**src/rtl/snn_pkg.sv**
```systemverilog
// Shared constants and handshake state type for the SNN output decoder.
package snn_pkg;
  localparam int N_OUT = 256;
  localparam int M_OUT = $clog2(N_OUT);

  typedef enum logic {
    IDLE   = 1'b0,
    ACKING = 1'b1
  } aer_rx_state_t;
endpackage

```
**src/rtl/aer_rx_handshake.sv**
```systemverilog
// 4-phase AER slave: acknowledges each request and flags the cycle on which
// a new event is accepted so the address can be sampled on that same edge.
module aer_rx_handshake
  import snn_pkg::*;
(
  input  logic clk,
  input  logic rst_n,
  input  logic req,
  output logic ack,
  output logic capture_strobe
);

  aer_rx_state_t state_reg;
  aer_rx_state_t state_next;

  always_ff @(posedge clk or negedge rst_n) begin
    if (!rst_n) begin
      state_reg <= IDLE;
    end else begin
      state_reg <= state_next;
    end
  end

  always_comb begin
    state_next = state_reg;
    case (state_reg)
      IDLE:    if (req)  state_next = ACKING;
      ACKING:  if (!req) state_next = IDLE;
      default: state_next = IDLE;
    endcase
  end

  // ack decodes the state register directly, so it is glitch-free and
  // rises/falls one cycle after the corresponding REQ edge.
  always_comb begin
    ack            = (state_reg == ACKING);
    capture_strobe = (state_reg == IDLE) && req;
  end

endmodule

```
**src/rtl/snn_decoder.sv**
```systemverilog
// Output decoder: acknowledges every output spike and latches the address of
// the first spike after each image start as the inferred digit.
module snn_decoder
  import snn_pkg::*;
(
  input  logic             CLK,
  input  logic             RST,
  input  logic             NEW_IMAGE,
  input  logic [M_OUT-1:0] AEROUT_ADDR,
  input  logic             AEROUT_REQ,
  output logic             AEROUT_ACK,
  output logic             INFERENCE_DONE,
  output logic [M_OUT-1:0] INFERED_DIGIT
);

  logic             capture_strobe;
  logic             armed_reg;
  logic             done_reg;
  logic [M_OUT-1:0] digit_reg;

  aer_rx_handshake u_handshake (
    .clk            (CLK),
    .rst_n          (RST),
    .req            (AEROUT_REQ),
    .ack            (AEROUT_ACK),
    .capture_strobe (capture_strobe)
  );

  // NEW_IMAGE outranks a coincident capture: that event is dropped and the
  // decoder stays armed for the next one.
  always_ff @(posedge CLK or negedge RST) begin
    if (!RST) begin
      armed_reg <= 1'b1;
      done_reg  <= 1'b0;
      digit_reg <= '0;
    end else if (NEW_IMAGE) begin
      armed_reg <= 1'b1;
      done_reg  <= 1'b0;
    end else if (capture_strobe && armed_reg) begin
      armed_reg <= 1'b0;
      done_reg  <= 1'b1;
      digit_reg <= AEROUT_ADDR;
    end
  end

  assign INFERENCE_DONE = done_reg;
  assign INFERED_DIGIT  = digit_reg;

endmodule

```
**config.mk**
```make
export PLATFORM = sky130hd
export DESIGN_NAME = snn_decoder
export DESIGN_NICKNAME = d
export VERILOG_FILES = /design/src/rtl/snn_pkg.sv /design/src/rtl/aer_rx_handshake.sv /design/src/rtl/snn_decoder.sv
export SDC_FILE = /design/constraint.sdc
export NUM_CORES = 1
export LEC_CHECK = 0
export ABC_AREA = 1
export CAP_MARGIN = 20
export CORE_AREA = 10 10 47 49
export CTS_BUF_LIST = sky130_fd_sc_hd__clkbuf_16
export CTS_CLUSTER_SIZE = 12
export DETAILED_ROUTE_END_ITERATION = 10
export DIE_AREA = 0 0 57 59
export GPL_ROUTABILITY_DRIVEN = 0
export GPL_TIMING_DRIVEN = 0
export PLACE_DENSITY = 0.66
export SETUP_SLACK_MARGIN = 0.1
export SLEW_MARGIN = 20
export SYNTH_ARGS = -nofsm -noshare
export SYNTH_HDL_FRONTEND = slang
export SYNTH_SLANG_ARGS = --single-unit
```
**constraint.sdc**
```tcl
create_clock -name CLK -period 2.9 [get_ports CLK]
set_clock_uncertainty 0.05 [all_clocks]
set_input_delay 0.58 -clock CLK [delete_from_list [all_inputs] [get_ports CLK]]
set_output_delay 0.58 -clock CLK [all_outputs]
set_load 0.01 [all_outputs]
```
# Word-level counts from Yosys, hierarchy flattened
# Index checks and enable logic that the tools add are counted.
# op_classes
n_bitwise	2
reduce_logical	4
n_mux	5
# op_table
op	count
$mux 1	5
$logic_and 1x1->1	2
$not 1->1	2
$reduce_and 2->1	1
$reduce_bool 2->1	1
# word_totals
regBits	11
in_bits	12
output_inout_bits	10
elab_cells	15

# Longest topological paths before layout
# depth
depth_word	5
mapped_depth	5

# Modules after synthesis
# From an unflattened synthesis, not the netlist that was laid out.
# hier_totals
hier_cells	46
hier_area_um2	464.2
# by_module_without_submodules
module	seq_area_each_um2	cells_per_inst	n_inst	area_per_inst_um2
snn_decoder	251.5	43	1	429.2
aer_rx_handshake	25.0	3	1	35.0

# Worst setup path after synthesis
# No wires, ideal clock.
# synth_timing
path_type	input to register
from	input port AEROUT_REQ
to	register digit_reg[0] (netlist: INFERED_DIGIT[0])
n_path_buf	0
slack_ns	1.735
t_arrival_ns	0.998
stages	5
setup_time_ns	0.117
cell_sequence	inv_1 -> nor2_4 -> nand2_4 -> nand2_1 -> nand2_1
# synth_between
elab_chain_cells	3
# synth_rtl
item	line	rtl
start, declared	snn_decoder.sv:10	input logic AEROUT_REQ,
$logic_and 1x1->1	aer_rx_handshake.sv:37	capture_strobe = (state_reg == IDLE) && req;
$logic_and 1x1->1	snn_decoder.sv:39	end else if (capture_strobe && armed_reg) begin
$reduce_and 2->1 (no source line)	--	
end signal, assigned	snn_decoder.sv:35	digit_reg <= '0;
end signal, assigned	snn_decoder.sv:42	digit_reg <= AEROUT_ADDR;
end, declared	snn_decoder.sv:19	logic [M_OUT-1:0] digit_reg;
# Every way passes these cells.
# A chain may end at the register's enable or synchronous reset.

# Final worst setup path
# layout_timing
from	register u_handshake.state_reg (netlist: u_handshake.ack)
to	output port AEROUT_ACK
# layout_rtl
item	line	rtl
start, declared	aer_rx_handshake.sv:13	aer_rx_state_t state_reg;
start signal, assigned	aer_rx_handshake.sv:20	state_reg <= state_next;
end, declared	snn_decoder.sv:11	output logic AEROUT_ACK,
# No word-level cell between the ends.

==> reports/results.txt <==
Status: completed
NumNets Final: 82
Drt pass-1 iters: 4
Placed cells: 81
Worst slew pin tran: 0.486 ns
Initial Util: 31.0%
Via Count: 377
Fin crit share: 62.4%
Post-Route WL: 1080 um
Peak VDD IR: 0.000317 V
Commonest non-fill, non-tap cells in the layout: clkdlybuf4s50_1, nand2_1, dfrtp_1
Area Growth Syn to Fin: 71.2%
Worst-path clk slew: 0.04 ns
Input/output buffers: 21
WP data required: 2.27 ns
Largest net degree at the start of global routing: 12
Post-synth top area share: 57.6%
ANT cells: 0
CP Data Arrival Time: 1.18 ns
Setup-failing EPs final: 0
Grt ovf: 0
Power per cell area: 733 nW/um2
Commonest non-fill, non-tap cell in the layout: clkdlybuf4s50_1
Pleak: 0.000367 uW
Sink Count: 11
CTS hold repair buffers: 0
Top post-synthesis cells by area: dfrtp_1, nand2_1, nand3_1
Max Slew Vio Count: 0
Initial DRC Count: 8
Max reg flops: 8
Worst hold path type: reg -> reg
Cell internal pwr: 421 uW
# H-tree levels: 1
Area post-placement: 664 um2
Seq pwr share: 35.2%
F_max: 553 MHz
Total Routing Usage GR: 6.83%
DIE WIDTH: 57 um
Sw Share: 22.6%
Core area: 1400 um2
DR vias/cell: 4.44
Worst setup SP type: flip-flop
Initial antenna violation count: 0
Max-slew headroom: 67.5%
RSZ-0062 raised after global routing: false
Post-Synthesis Net Count: 56
Worst hold slack: 0.419 ns
Clock share of power: 45.0%
Ys Warns: 0
Non-filler cells, final: 85
DR WL/cell: 12.7 um
CP endpoint kind: output port
Clock tree from TritonCTS: yes
Clock insertion delay at the later pin of the skew report: 0.23 ns
Cell accounting for the most synthesized area: dfrtp_1
Dpl ws: 1.09 ns
Synth cell types: 8
Fillers: 142
Worst path max stage delay: 0.56 ns
Mapped Cells: 44
Hold Fails Final Rpt: 0
Max Cap Viol: 0
Combinational power share: 19.8%
Setup tns final: 0 ns
HPWL Detailed: 842 um
Syn avg cell area: 9.87 um2
Setup slack, reg-to-reg: 1.69 ns
First-pass GRT wire length: 1780 um
WP buf/inv: 1
Post-CTS setup buffers: 0
IO Pins: 22
Worst-path maximum fanout: 2
Final ANT Viol Nets: 0
Switching power: 123 uW
Clock Root Buffer: clkbuf_16
CP max-delay cell: clkdlybuf4s50_1
Setup WS post-layout: 1.09 ns
# DRC: 0
TritonCTS Buffers: 3
Register bit count reported by yosys: 11
Die area: 3360 um2
Layout cells sized above 1: 10.1%
Sequential fraction of the synthesis area: 63.7%
Die H: 59 um
Num rows: 14
Critical path type: reg -> out
Worst-path cell chain: clkdlybuf4s50_1
Clk buf depth: 2
PostCTS Resize Cnt: 0
Final instance area: 743 um2
Post-layout min period: 1.81 ns
Vias in the first global route: 415
Delay-heaviest family, CP: buffers and inverters
Mapped Area: 434 um2
-- final timing paths --
check	start	cells after the start	end
min reg2reg	INFERED_DIGIT[2]	2	INFERED_DIGIT[2]
max reg2reg	armed_reg	5	INFERED_DIGIT[3]
min in group asynchronous	RST	1	INFERED_DIGIT[5]
max in group asynchronous	RST	1	armed_reg
max	u_handshake.ack	1	AEROUT_ACK
min	INFERED_DIGIT[2]	2	INFERED_DIGIT[2]
-- synthesized netlist by cell type (all sizes together) --
cell type   n
nand2      19
inv         3
nor2        2
o21ai       1
dfrtp      10
dfstp       1
nand3       8
-- per-stage QoR --
stage | total power [uW] | utilization [%]
CTS | 552 | 53.0
global placement | 302 | 47.4
floorplan | 230 | -
detailed placement | 304 | 47.4
finish | 545 | 53.0
global route | 569 | 53.0
-- power by group through the flow --
stage                     sequential [uW]  clock (uW)  combinational (uW)
final                                 192         245                 108
after CTS                             192         249                 111
after detailed placement              194           0                 110
after global routing                  194         256                 119
after floorplan                       204           0                26.0
after global placement                192           0                 110
-- per-layer routing --
| metal | part of all wire (%) | routed length, um | global-route usage [%] |
|---|---|---|---|
| met1 | 41 | 440 | 6.90 |
| met2 | 44 | 471 | 9.77 |
| met3 | 15 | 164 | 6.01 |
| met4 | 0 | 0 | 3.02 |
| met5 | 0 | 0 | 0 |
-- cell type report --
type / instances / area, um2 / share of cell area, %
sequential: 11 / 277 / 37.2
timing repair buffer: 21 / 210 / 28.3
multi-input combinational: 30 / 146 / 19.7
clock buffer: 3 / 75.1 / 10.1
tap: 16 / 20.0 / 2.69
inverter: 3 / 11.3 / 1.52
clock inverter: 1 / 3.75 / 0.505
-- cells by family after synthesis --
logic type             after synthesis  synth area share, %
AND/OR/NAND/NOR                     29                 32.6
flip-flops                          11                 63.7
buffers and inverters                3                 2.59
AO/OA/AOI/OAI                        1                 1.15
(Power assumes the default switching activity.)
